### src/rtl/wb_arbiter_if.sv
// Write-back arbiter bus: two result producers in, one register-file write port
// and pending-write query ports out.
interface wb_arbiter_if #(
  parameter int BUS_WIDTH   = 64,
  parameter int REGFILE_LEN = 6,
  parameter int FIFO_DEPTH  = 4
);
  localparam int CW = $clog2(FIFO_DEPTH) + 1;

  logic                   a_valid, a_ready;
  logic [REGFILE_LEN-1:0] a_addr;
  logic [BUS_WIDTH-1:0]   a_data;
  logic                   b_valid, b_ready;
  logic [REGFILE_LEN-1:0] b_addr;
  logic [BUS_WIDTH-1:0]   b_data;
  logic                   wr_en;
  logic [REGFILE_LEN-1:0] wr_addr;
  logic [BUS_WIDTH-1:0]   wr_data;
  logic [REGFILE_LEN-1:0] q_addr1, q_addr2;
  logic                   q_pending1, q_pending2;
  logic [CW-1:0]          fifo_count;

  modport slave (
    input  a_valid, a_addr, a_data, b_valid, b_addr, b_data, q_addr1, q_addr2,
    output a_ready, b_ready, wr_en, wr_addr, wr_data, q_pending1, q_pending2, fifo_count
  );

  modport master (
    output a_valid, a_addr, a_data, b_valid, b_addr, b_data, q_addr1, q_addr2,
    input  a_ready, b_ready, wr_en, wr_addr, wr_data, q_pending1, q_pending2, fifo_count
  );
endinterface

### src/rtl/wb_arbiter.sv
// Register-file write-back arbiter: unbuffered high-priority A channel, in-order
// FIFO for the long-latency B channel, starvation guard and WAW ordering.
module wb_arbiter #(
  parameter int BUS_WIDTH    = 64,
  parameter int REGFILE_LEN  = 6,
  parameter int FIFO_DEPTH   = 4,
  parameter int STARVE_LIMIT = 3
) (
  input  logic          clk,
  input  logic          rst,
  wb_arbiter_if.slave   bus
);
  localparam int PW = $clog2(FIFO_DEPTH);
  localparam int CW = PW + 1;
  localparam int AW = $clog2(STARVE_LIMIT + 1);

  typedef struct packed {
    logic [REGFILE_LEN-1:0] addr;
    logic [BUS_WIDTH-1:0]   data;
  } wb_ent_t;

  wb_ent_t                mem_q [FIFO_DEPTH];
  logic [FIFO_DEPTH-1:0]  vld_q, vld_d;
  logic [PW-1:0]          rd_ptr_q, rd_ptr_d, wr_ptr_q, wr_ptr_d;
  logic [CW-1:0]          cnt_q, cnt_d;
  logic [AW-1:0]          age_q, age_d;
  logic                   wr_en_q, wr_en_d;
  logic [REGFILE_LEN-1:0] wr_addr_q, wr_addr_d;
  logic [BUS_WIDTH-1:0]   wr_data_q, wr_data_d;

  logic                   empty, full, a_conflict, fifo_grant, a_ready, b_ready;
  logic                   enq, a_acc;
  logic [FIFO_DEPTH-1:0]  hit_a, hit_q1, hit_q2;
  wb_ent_t                head;

  // Per-entry address comparators; only occupied slots participate.
  for (genvar i = 0; i < FIFO_DEPTH; i++) begin : g_match
    assign hit_a[i]  = vld_q[i] && (mem_q[i].addr == bus.a_addr);
    assign hit_q1[i] = vld_q[i] && (mem_q[i].addr == bus.q_addr1);
    assign hit_q2[i] = vld_q[i] && (mem_q[i].addr == bus.q_addr2);
  end

  assign empty      = (cnt_q == '0);
  assign full       = (cnt_q == CW'(FIFO_DEPTH));
  assign head       = mem_q[rd_ptr_q];
  assign a_conflict = bus.a_valid && (bus.a_addr != '0) && (|hit_a);
  assign fifo_grant = !empty && (!bus.a_valid || full || (age_q >= AW'(STARVE_LIMIT)) || a_conflict);
  assign a_ready    = !rst && !fifo_grant && !a_conflict;
  assign b_ready    = !rst && !full;
  assign enq        = bus.b_valid && b_ready;
  assign a_acc      = bus.a_valid && a_ready;

  always_comb begin
    vld_d    = vld_q;
    rd_ptr_d = rd_ptr_q;
    wr_ptr_d = wr_ptr_q;
    cnt_d    = cnt_q;
    // enq and deq never target the same slot: that needs rd==wr, i.e. empty or full.
    if (fifo_grant) begin
      vld_d[rd_ptr_q] = 1'b0;
      rd_ptr_d        = rd_ptr_q + PW'(1);
    end
    if (enq) begin
      vld_d[wr_ptr_q] = 1'b1;
      wr_ptr_d        = wr_ptr_q + PW'(1);
    end
    case ({enq, fifo_grant})
      2'b10:   cnt_d = cnt_q + CW'(1);
      2'b01:   cnt_d = cnt_q - CW'(1);
      default: cnt_d = cnt_q;
    endcase
  end

  always_comb begin
    age_d = age_q;
    if (empty || fifo_grant)
      age_d = '0;
    else if (a_acc && (age_q < AW'(STARVE_LIMIT)))
      age_d = age_q + AW'(1);
  end

  always_comb begin
    wr_en_d   = 1'b0;
    wr_addr_d = wr_addr_q;
    wr_data_d = wr_data_q;
    if (fifo_grant) begin
      wr_en_d   = (head.addr != '0);
      wr_addr_d = head.addr;
      wr_data_d = head.data;
    end else if (a_acc) begin
      wr_en_d   = (bus.a_addr != '0);
      wr_addr_d = bus.a_addr;
      wr_data_d = bus.a_data;
    end
  end

  always_ff @(posedge clk or posedge rst) begin
    if (rst) begin
      vld_q     <= '0;
      rd_ptr_q  <= '0;
      wr_ptr_q  <= '0;
      cnt_q     <= '0;
      age_q     <= '0;
      wr_en_q   <= 1'b0;
      wr_addr_q <= '0;
      wr_data_q <= '0;
    end else begin
      vld_q     <= vld_d;
      rd_ptr_q  <= rd_ptr_d;
      wr_ptr_q  <= wr_ptr_d;
      cnt_q     <= cnt_d;
      age_q     <= age_d;
      wr_en_q   <= wr_en_d;
      wr_addr_q <= wr_addr_d;
      wr_data_q <= wr_data_d;
    end
  end

  // Payload storage needs no reset: occupancy is tracked by vld_q.
  always_ff @(posedge clk) begin
    if (enq) mem_q[wr_ptr_q] <= '{addr: bus.b_addr, data: bus.b_data};
  end

  assign bus.a_ready    = a_ready;
  assign bus.b_ready    = b_ready;
  assign bus.wr_en      = wr_en_q;
  assign bus.wr_addr    = wr_addr_q;
  assign bus.wr_data    = wr_data_q;
  assign bus.fifo_count = cnt_q;
  assign bus.q_pending1 = (bus.q_addr1 != '0) && ((|hit_q1) || (wr_en_q && wr_addr_q == bus.q_addr1));
  assign bus.q_pending2 = (bus.q_addr2 != '0) && ((|hit_q2) || (wr_en_q && wr_addr_q == bus.q_addr2));
endmodule
### src/flat_wrapper.sv
// flat-port wrapper written by rule: the top's interface ports become plain ports
module wb_arbiter_flat 
#(
  parameter int BUS_WIDTH    = 64,
  parameter int REGFILE_LEN  = 6,
  parameter int FIFO_DEPTH   = 4,
  parameter int STARVE_LIMIT = 3
)
  (clk, rst, bus_a_valid, bus_a_addr, bus_a_data, bus_b_valid, bus_b_addr, bus_b_data, bus_q_addr1, bus_q_addr2, bus_a_ready, bus_b_ready, bus_wr_en, bus_wr_addr, bus_wr_data, bus_q_pending1, bus_q_pending2, bus_fifo_count);
  wb_arbiter_if #(.BUS_WIDTH(BUS_WIDTH), .REGFILE_LEN(REGFILE_LEN), .FIFO_DEPTH(FIFO_DEPTH)) bus_i ();
  input  logic clk;
  input  logic rst;
  input wire logic [$bits(bus_i.a_valid)-1:0] bus_a_valid;
  input wire logic [$bits(bus_i.a_addr)-1:0] bus_a_addr;
  input wire logic [$bits(bus_i.a_data)-1:0] bus_a_data;
  input wire logic [$bits(bus_i.b_valid)-1:0] bus_b_valid;
  input wire logic [$bits(bus_i.b_addr)-1:0] bus_b_addr;
  input wire logic [$bits(bus_i.b_data)-1:0] bus_b_data;
  input wire logic [$bits(bus_i.q_addr1)-1:0] bus_q_addr1;
  input wire logic [$bits(bus_i.q_addr2)-1:0] bus_q_addr2;
  output wire logic [$bits(bus_i.a_ready)-1:0] bus_a_ready;
  output wire logic [$bits(bus_i.b_ready)-1:0] bus_b_ready;
  output wire logic [$bits(bus_i.wr_en)-1:0] bus_wr_en;
  output wire logic [$bits(bus_i.wr_addr)-1:0] bus_wr_addr;
  output wire logic [$bits(bus_i.wr_data)-1:0] bus_wr_data;
  output wire logic [$bits(bus_i.q_pending1)-1:0] bus_q_pending1;
  output wire logic [$bits(bus_i.q_pending2)-1:0] bus_q_pending2;
  output wire logic [$bits(bus_i.fifo_count)-1:0] bus_fifo_count;
  assign bus_i.a_valid = bus_a_valid;
  assign bus_i.a_addr = bus_a_addr;
  assign bus_i.a_data = bus_a_data;
  assign bus_i.b_valid = bus_b_valid;
  assign bus_i.b_addr = bus_b_addr;
  assign bus_i.b_data = bus_b_data;
  assign bus_i.q_addr1 = bus_q_addr1;
  assign bus_i.q_addr2 = bus_q_addr2;
  assign bus_a_ready = bus_i.a_ready;
  assign bus_b_ready = bus_i.b_ready;
  assign bus_wr_en = bus_i.wr_en;
  assign bus_wr_addr = bus_i.wr_addr;
  assign bus_wr_data = bus_i.wr_data;
  assign bus_q_pending1 = bus_i.q_pending1;
  assign bus_q_pending2 = bus_i.q_pending2;
  assign bus_fifo_count = bus_i.fifo_count;
  wb_arbiter #(.BUS_WIDTH(BUS_WIDTH), .REGFILE_LEN(REGFILE_LEN), .FIFO_DEPTH(FIFO_DEPTH), .STARVE_LIMIT(STARVE_LIMIT)) u_core (.clk(clk), .rst(rst), .bus(bus_i));
endmodule
### config.mk
export PLATFORM = sky130hd
export DESIGN_NAME = wb_arbiter_flat
export DESIGN_NICKNAME = d
export VERILOG_FILES = /design/src/rtl/wb_arbiter_if.sv /design/src/rtl/wb_arbiter.sv /design/src/flat_wrapper.sv
export SDC_FILE = /design/constraint.sdc
export NUM_CORES = 1
export LEC_CHECK = 0
export CAP_MARGIN = 0
export CORE_MARGIN = 8
export CORE_UTILIZATION = 50
export DETAILED_ROUTE_END_ITERATION = 12
export PLACE_DENSITY_LB_ADDON = 0.3
export SYNTH_ARGS = -nofsm -noshare
export SYNTH_HDL_FRONTEND = slang
export SYNTH_SLANG_ARGS = --single-unit
### constraint.sdc
create_clock -name clk -period 3.9 [get_ports clk]
set_input_delay 0.585 -clock clk [delete_from_list [all_inputs] [get_ports clk]]
set_output_delay 0.585 -clock clk [all_outputs]
set_load 0.005 [all_outputs]
==> impl_metrics.py <==
metrics = {
    "worst_hold_path": {
        "hp-class": "reg2reg",
    },
    "finish": {
        "area_growth_pct": 24.9,
        "fin_cells": 1561,
        "drive_gt1_share_pct": 20.1,
        "diodes": 0,
        "nNetsFinal": 1298,
    },
    "cts": {
        "cts_buffers": 38,
        "post_cts_resized": 0,
        "cts_tree": "built",
        "clk_latency_ns": 0.51,
        "postCtsSetupBuffers": 0,
        "clock_path_buffers": 3,
        "cts_hold_buffers": 0,
        "htreeDepth": 2,
        "cts_root_buffer": "clkbuf_16",
        "cts.clk_slew.worst_paths_ns": 0.06,
        "numClockSinks": 364,
    },
    "grt": {
        "antenna_found_initial": 3,
        "grtUsageTotal_pct": 19.2,
        "grt_pass1_wl_um": 56600,
        "grt_pass1_vias": 9542,
        "grt.busiest_layer": "met2",
        "use_met2_pct": 32.1,
        "grt_max_degree": 73,
        "use_met1_pct": 24.9,
        "gr-total-overflow": 0,
        "grtUsageMet3_pct": 4.76,
    },
    "sta": {
        "slew_headroom_pct": 47.8,
        "hold_violations": 0,
        "worstMarginPinSlew_ns": 0.783,
        "final-setup-viol-count": 0,
        "rsz0062_at_grt": "false",
        "clock_skew_ns": 0.00963,
        "max_freq_mhz": 275,
        "worst_slack_ns": 0.266,
        "holdWs_ns": 0.534,
        "drv_slew": 0,
        "fin_crit_ns": 3.63,
        "fin_crit_sh_pct": 93.2,
        "tns_ns": 0,
    },
    "critical_path": {
        "crit_path_top_delay_cell": "clkdlybuf4s50_1",
        "worstPathCellList": "clkdlybuf4s50_1, xnor2_1, nand4_1, nor4_1, or4_4, a21oi_4, o21a_1, clkdlybuf4s50_1",
        "critical_path_required_ns": 3.31,
        "cp-start-kind": "input port",
        "cp_max_fo": 6,
        "critPathKind": "in2out",
        "crit_buf_inv": 2,
        "slowest_delay_ns": 0.69,
        "critical_path_arrival_ns": 3.05,
        "critPathTopFamily": "buffers and inverters",
        "cpMostUsedCell": "clkdlybuf4s50_1",
        "end_kind": "output pin",
    },
    "synth": {
        "ys.flop_type": "edfxtp_1",
        "ys_ff_latch": 364,
        "synth_top_area_share_pct": 53.4,
        "postSynthCellCount": 901,
        "syn-num-nets": 1068,
        "synth_compound_area_share_pct": 4.78,
        "synth.top_cells.by_area": "edfxtp_1, dfrtp_1, mux4_2",
        "ys_warn_count": 0,
        "synth_most_common_cell": "edfxtp_1",
        "synth_commonest_cells": "edfxtp_1, dfrtp_1, mux2i_1, nor3_1, a21oi_2",
        "synthMuxAreaShare_pct": 14.8,
        "synth_edf_count": 280,
        "yosys.area.top_type": "edfxtp_1",
        "ys_async_sr_fraction_pct": 23.1,
        "yosys.area_share.adder_pct": 0.922,
        "syn_area_um2": 15700,
        "ys_types": 38,
        "synth_top_family_by_area": "multiplexers",
        "avgSynthCellArea_um2": 17.5,
        "yosys.area_share.simple_pct": 4.37,
        "synth-xor-area-share_pct": 4.95,
        "yosysSeqAreaShare_pct": 66.8,
    },
    "floorplan": {
        "coreArea_um2": 31300,
        "num_io_pins": 234,
        "num_rows": 65,
        "fp.dieW_um": 193,
        "die_area_um2": 37400,
        "die_h_um": 193,
        "initial_core_util_pct": 50.3,
    },
    "routing": {
        "drt_iter0_markers": 571,
        "post_drt_wl_per_cell_um": 23.2,
        "drt_pass1_iterations": 5,
        "drc": 0,
        "antenna_left": 0,
        "finalWirelength_um": 36300,
        "dr_total_vias": 8776,
        "drt-vias-per-instance": 5.62,
    },
    "pwr": {
        "power.density_nw_per_um2": 694,
        "cellLeakagePower_nw": 6.67,
        "worst_ir_drop_vdd_uv": 367,
    },
    "outcome": {
        "status": "completed",
    },
    "placement": {
        "gp_congestion": 0.826,
        "dp_hpwl_um": 23500,
        "io_buffers": 233,
        "dp.cells": 1493,
        "post-place-ws_ns": 0.286,
    },
    "flow_run": {
        "max_cap_viol_count": 0,
    },
}
==> logic make-up after synthesis <==
kind of cell / after synthesis
xor+xnor: 89
simple gates: 127
flops: 364
compound gates: 86
fa+ha+maj: 11
mux: 145
buf+inv: 79
==> sequential cells by signal, summed over array words and instances (netlist names) <==
register               flops
u_core.bus.fifo_count      3
u_core.mem_q             280
u_core.age_q               2
u_core.vld_q               4
u_core.bus.wr_addr         6
u_core.bus.wr_en           1
u_core.bus.wr_data        64
u_core.wr_ptr_q            2
u_core.rd_ptr_q            2
==> cells in the final DEF, fill, tap and decap left out, types with 2 or more instances in the layout <==
cell type / n
edfxtp_1: 280
clkdlybuf4s50_1: 233
dfrtp_1: 82
mux2i_1: 73
nor3_1: 71
a21oi_2: 70
mux4_2: 69
xnor2_1: 45
xor2_1: 44
clkbuf_16: 39
buf_4: 16
nand4_1: 14
nor4_1: 14
inv_1: 11
ha_1: 10
clkbuf_1: 8
clkinv_2: 7
buf_12: 7
nand2b_1: 6
nor2_1: 5
nand2_1: 5
clkbuf_8: 5
or4_1: 4
a21oi_1: 4
and3_4: 4
o31ai_1: 4
bufinv_16: 4
clkinv_1: 3
a21oi_4: 2
mux2_1: 2
o41ai_1: 2
dfrtp_4: 2
==> worst paths after layout <==
| kind | start | to | slack, ns | depth (start not counted) |
|---|---|---|---|---|
| worst min-delay path | u_core.wr_ptr_q[0] | u_core.wr_ptr_q[0] | 0.53 | 1 |
| worst min register to register | u_core.wr_ptr_q[0] | u_core.wr_ptr_q[0] | 0.53 | 1 |
| max in group asynchronous | rst | u_core.bus.wr_data[28] | 2.56 | 3 |
| worst max register to register | u_core.mem_q[3][68] | u_core.bus.fifo_count[2] | 1.11 | 13 |
| min in group asynchronous | rst | u_core.bus.wr_data[4] | 0.68 | 2 |
| worst max-delay path | bus_a_addr[4] | bus_a_ready | 0.27 | 8 |
==> through the flow <==
stage | total power (W) | utilization (%) | cell area [µm²]
2_1_floorplan | 0.00839 | - | 15700
3_3_place_gp | 0.0101 | 58.7 | 18400
3_5_place_dp | 0.0102 | 58.7 | 18400
4_1_cts | 0.0138 | 62.7 | 19600
5_1_grt | 0.0143 | 62.7 | 19600
6_report | 0.0136 | 62.7 | 19600
==> where the power goes <==
group          internal (W)  switching, W
sequential          0.00498      0.000619
combinational       0.00234       0.00208
clock               0.00219       0.00143
total               0.00951       0.00413
==> layer usage <==
metal	up-vias	part of all wire [%]
met5	-	0.11
met3	68	6.1
met1	4457	42
li1	3963	-
met4	6	2.2
met2	282	49
==> area by class of cell <==
type                       instances  area [µm²]
fill                            2290       11700
sequential                       364       10500
multi-input combinational        458        4730
timing repair buffer             256        2590
clock buffer                      52        1070
tap                              402         503
clock inverter                    16         183
inverter                          13        51.3
Note: power is estimated with default switching activity, not from simulation.
